==> src/rtl/nibble_shift_pkg.sv <==
// Shared widths, controller states and {SH,L} mode encodings for the nibble shift controller.
package nibble_shift_pkg;

   localparam int NIBBLE_W = 4;

   typedef enum logic [1:0] {
      IDLE  = 2'd0,
      LOAD  = 2'd1,
      SHIFT = 2'd2
   } state_t;

   // {SH,L} encodings understood by the downstream shift register
   localparam logic [1:0] MODE_HOLD  = 2'b00;
   localparam logic [1:0] MODE_LOAD  = 2'b01;
   localparam logic [1:0] MODE_SHIFT = 2'b10;

endpackage

==> src/rtl/nibble_shift_ctrl.sv <==
// Feeds a negedge-sampled 4-bit shift register: accepts a nibble, loads it, then streams it out LSB-first.
// DIN to first BIT_VALID is 2 cycles; BIT_READY low stalls the shift indefinitely.
module nibble_shift_ctrl
   import nibble_shift_pkg::*;
#(
   parameter logic FILL_BIT = 1'b0
) (
   input  logic                CLK,
   input  logic                RST,
   input  logic [NIBBLE_W-1:0] DIN,
   input  logic                DIN_VALID,
   output logic                DIN_READY,
   output logic [NIBBLE_W-1:0] D,
   output logic                L,
   output logic                SH,
   output logic                SI,
   output logic                BIT_VALID,
   input  logic                BIT_READY,
   output logic [1:0]          BIT_IDX,
   output logic                WORD_DONE
);

   state_t              state_q, state_d;
   logic [1:0]          cnt_q, cnt_d;
   logic [NIBBLE_W-1:0] hold_q, hold_d;
   logic [1:0]          mode;
   logic                ready;
   logic                bit_valid;
   logic                done;

   always_ff @(posedge CLK or posedge RST) begin
      if (RST) begin
         state_q <= IDLE;
         cnt_q   <= 2'd0;
         hold_q  <= '0;
      end else begin
         state_q <= state_d;
         cnt_q   <= cnt_d;
         hold_q  <= hold_d;
      end
   end

   always_comb begin
      state_d   = state_q;
      cnt_d     = cnt_q;
      hold_d    = hold_q;
      mode      = MODE_HOLD;
      ready     = 1'b0;
      bit_valid = 1'b0;
      done      = 1'b0;
      case (state_q)
         IDLE: begin
            ready = 1'b1;
            if (DIN_VALID) begin
               hold_d  = DIN;
               state_d = LOAD;
            end
         end
         LOAD: begin
            mode    = MODE_LOAD;
            cnt_d   = 2'd0;
            state_d = SHIFT;
         end
         SHIFT: begin
            bit_valid = 1'b1;
            if (BIT_READY) begin
               mode  = MODE_SHIFT;
               // wraps to 0 after bit 3, so the counter is clean for the next word
               cnt_d = cnt_q + 2'd1;
               if (cnt_q == 2'd3) begin
                  done  = 1'b1;
                  ready = 1'b1;
                  if (DIN_VALID) begin
                     hold_d  = DIN;
                     state_d = LOAD;
                  end else begin
                     state_d = IDLE;
                  end
               end
            end
         end
         default: state_d = IDLE;
      endcase
   end

   // Reset parks the FSM in IDLE, which would otherwise advertise ready
   assign DIN_READY = ready & ~RST;
   assign D         = hold_q;
   assign SH        = mode[1];
   assign L         = mode[0];
   assign SI        = FILL_BIT;
   assign BIT_VALID = bit_valid;
   assign BIT_IDX   = cnt_q;
   assign WORD_DONE = done;

endmodule

==> config.mk <==
export PLATFORM = sky130hd
export DESIGN_NAME = nibble_shift_ctrl
export DESIGN_NICKNAME = d
export VERILOG_FILES = /design/src/rtl/nibble_shift_pkg.sv /design/src/rtl/nibble_shift_ctrl.sv
export SDC_FILE = /design/constraint.sdc
export NUM_CORES = 1
export LEC_CHECK = 0
export CAP_MARGIN = 30
export CORE_AREA = 2 2 39 41
export DETAILED_ROUTE_END_ITERATION = 6
export DIE_AREA = 0 0 41 43
export DONT_BUFFER_PORTS = 1
export GPL_ROUTABILITY_DRIVEN = 0
export GPL_TIMING_DRIVEN = 0
export SLEW_MARGIN = 40
export SYNTH_ARGS = -nofsm -noshare
export SYNTH_HDL_FRONTEND = slang
export SYNTH_SLANG_ARGS = --single-unit
==> constraint.sdc <==
create_clock -name CLK -period 1.4 [get_ports CLK]
set_input_delay 0.28 -clock CLK [delete_from_list [all_inputs] [get_ports CLK]]
set_output_delay 0.28 -clock CLK [all_outputs]
set_load 0.01 [all_outputs]
==> flow_summary.toml <==
[critical_path]
r2r_cells = 4
critPathMaxStageDelay_ps = 430
path_buf_inv = 0
path_max_fanout = 5
critPathTopFamily = "flip-flops"
reg2reg_slack_ps = -70
crit_slowest_cell = "dfrtp_2"
crit_path_cell_trace = "ha_4 > a21boi_4 > nor3b_4 > mux2_4"
worst-endpoint-required_ps = 1530
cp_data_arrival_time_ps = 1600
path_class = "reg -> reg"
crit_path_start_kind = "flop"
worst-path-stages = 4
end_kind = "flop"

[timing]
setup_viol_count_final = 5
maxClockFrequency_mhz = 682
period_needed_ps = 1470
slew_viol_final = 0
final_hold_viol_count = 0
period_share = 1.05
fin_ws_ps = -65.9
rsz0062_at_grt = "yes"
finClkSkew_ps = 3.27

[grt]
overflow = 0
grt_max_degree = 10
grt_antenna_before_repair = 0
grt_usage = 0.107
grt_pass1_wl_um = 1210
grt_pass1_vias = 283

[cts]
clk_latency_ps = 250
clkTransAtPathRegs_ps = 50
cts_made_buffers = 3
cts-root-buf = "clkbuf_4"
cts_tree = "done"
cts_max_level = 1
clk_path_buf_depth = 2
clock_sinks = 8

[layout]
fin_nets = 52
n_fill_cell = 141
final_cells = 57
register_area_um2 = 205
multiInputGateArea_um2 = 248
synthToLayoutAreaGrowth_pct = 31.8
diodes = 0
finalCoreUtilization = 0.390
drive_gt1_frac = 0.561

[logic_synthesis]
yosys-top-cells-area = "dfrtp_1, mux2_2, a21boi_4"
ys_ff_latch = 8
synth.avg_cell_area_um2 = 12.0
yosysWarnings = 0
synthesis.nets = 43
yosysTopAreaCell = "dfrtp_1"
netlist_area_um2 = 409
seq_area_frac_synth = 0.489
yosysUniqueCellTypes = 18
synthCells = 34
synth.top_cell.area_share = 0.489

[drt]
route.vias.total = 282
drc_errors = 0
drtPass1Iterations = 1
finalWirelength_um = 717
wl_per_cell_um = 12.6
via_per_inst = 4.95
final_antenna_net_count = 0
drt-initial-drc-count = 0

[die]
die_y_um = 43
die_w_um = 41
start_util = 0.296
row_count = 14
fp.coreArea_um2 = 1380
dieArea_um2 = 1760
ioPinCount = 20

[place]
dp_worst_setup_slack_ps = -151
dp.cells = 50
dp_hpwl_um = 547
port_buffers = 0

[pwr]
powerDensity_nw_per_um2 = 2120
vdd_ir_drop_max_v = 0.000923
leakage_nw = 0.244

[min_path]
min_path_cells = 1
hold_class = "in -> reg"

[flow_run]
cap_viol_max_count = 0

[run_status]
status = "complete, but fails checks"
violations = "setup timing"
-- path summary, 6_finish.rpt --
| path | startpoint | endpoint |
|---|---|---|
| min | DIN[2] | D[2] |
| max | BIT_IDX[1] | D[0] |
| max in group asynchronous | RST | state_q[0] |
| max reg2reg | BIT_IDX[1] | D[0] |
| min reg2reg | D[0] | D[0] |
| min in group asynchronous | RST | D[2] |
-- kinds of logic after synthesis --
family          count (synthesis)  synth area share
simple gates                   12             0.202
flops                           8             0.489
compound gates                  5             0.104
mux                             5             0.138
buf+inv                         2            0.0275
fa+ha+maj                       1            0.0306
other cells                     1           0.00917
-- state kept, by name, summed over array words and instances (netlist names) --
name,flops
state_q,2
D,4
BIT_IDX,2
-- synth_stat cells, drive strengths merged --
cell    count
conb        1
ha          1
o21ai       2
and2b       2
nand3       2
or2b        1
inv         1
nor2b       2
dfrtp       8
and2        1
nand2       2
buf         1
a21boi      1
nor3        1
mux2        5
nor3b       1
a31oi       1
a21o        1
-- metrics by stage --
step	cell area (µm²)	TNS, ps	total power [mW]	hold WS, ps
3_5_place_dp	432	-576	0.817	135
3_3_place_gp	432	-557	0.805	130
6_report	539	-284	1.14	171
5_1_grt	539	-600	1.24	159
2_1_floorplan	412	-114	0.750	95.7
4_1_cts	505	-230	1.08	163
-- per-layer routing --
metal / track usage / vias up / part of all wire
li1: - / 130 / -
met1: 0.134 / 130 / 0.44
met2: 0.131 / 20 / 0.41
met3: 0.0576 / 2 / 0.13
met4: 0.0800 / 0 / 0.018
met5: 0 / - / 0
-- power breakdown --
part | total [mW] | switching [mW] | internal [mW]
sequential | 0.495 | 0.148 | 0.347
combinational | 0.475 | 0.177 | 0.298
clock | 0.173 | 0.0750 | 0.0979
-- cell type report --
class	count	area share
Tap cell	16	0.0371
Buffer	1	0.0139
Timing Repair Buffer	4	0.0603
Inverter	1	0.00696
Multi-Input combinational cell	24	0.459
Sequential cell	8	0.381
Clock buffer	3	0.0418
-- cells in the final DEF, fill, tap and decap left out --
cell	Yosys	layout
a31oi_1	1	1
nand2_1	2	2
nor3b_4	1	1
nand3_1	2	2
clkbuf_4	0	3
conb_1	1	1
mux2_4	0	4
and2b_1	2	2
ha_4	0	1
o21ai_0	2	2
mux2_2	5	1
inv_1	1	1
dfrtp_2	0	4
and2_4	0	1
a21boi_4	1	1
nor2b_4	0	2
or2b_1	1	1
dfrtp_1	8	4
nor3_2	0	1
a21o_1	1	1
buf_4	1	4
dlygate4sd3_1	0	1
-- what timing repair did --
item,4_1_cts,5_1_grt
resized for setup,10,5
endpoints found under the hold margin,8,0
setup buffers,1,2
hold buffers,1,0
setup endpoints to repair,7,7
pin swaps,2,1
No activity file was read; power rests on OpenSTA's default activity.
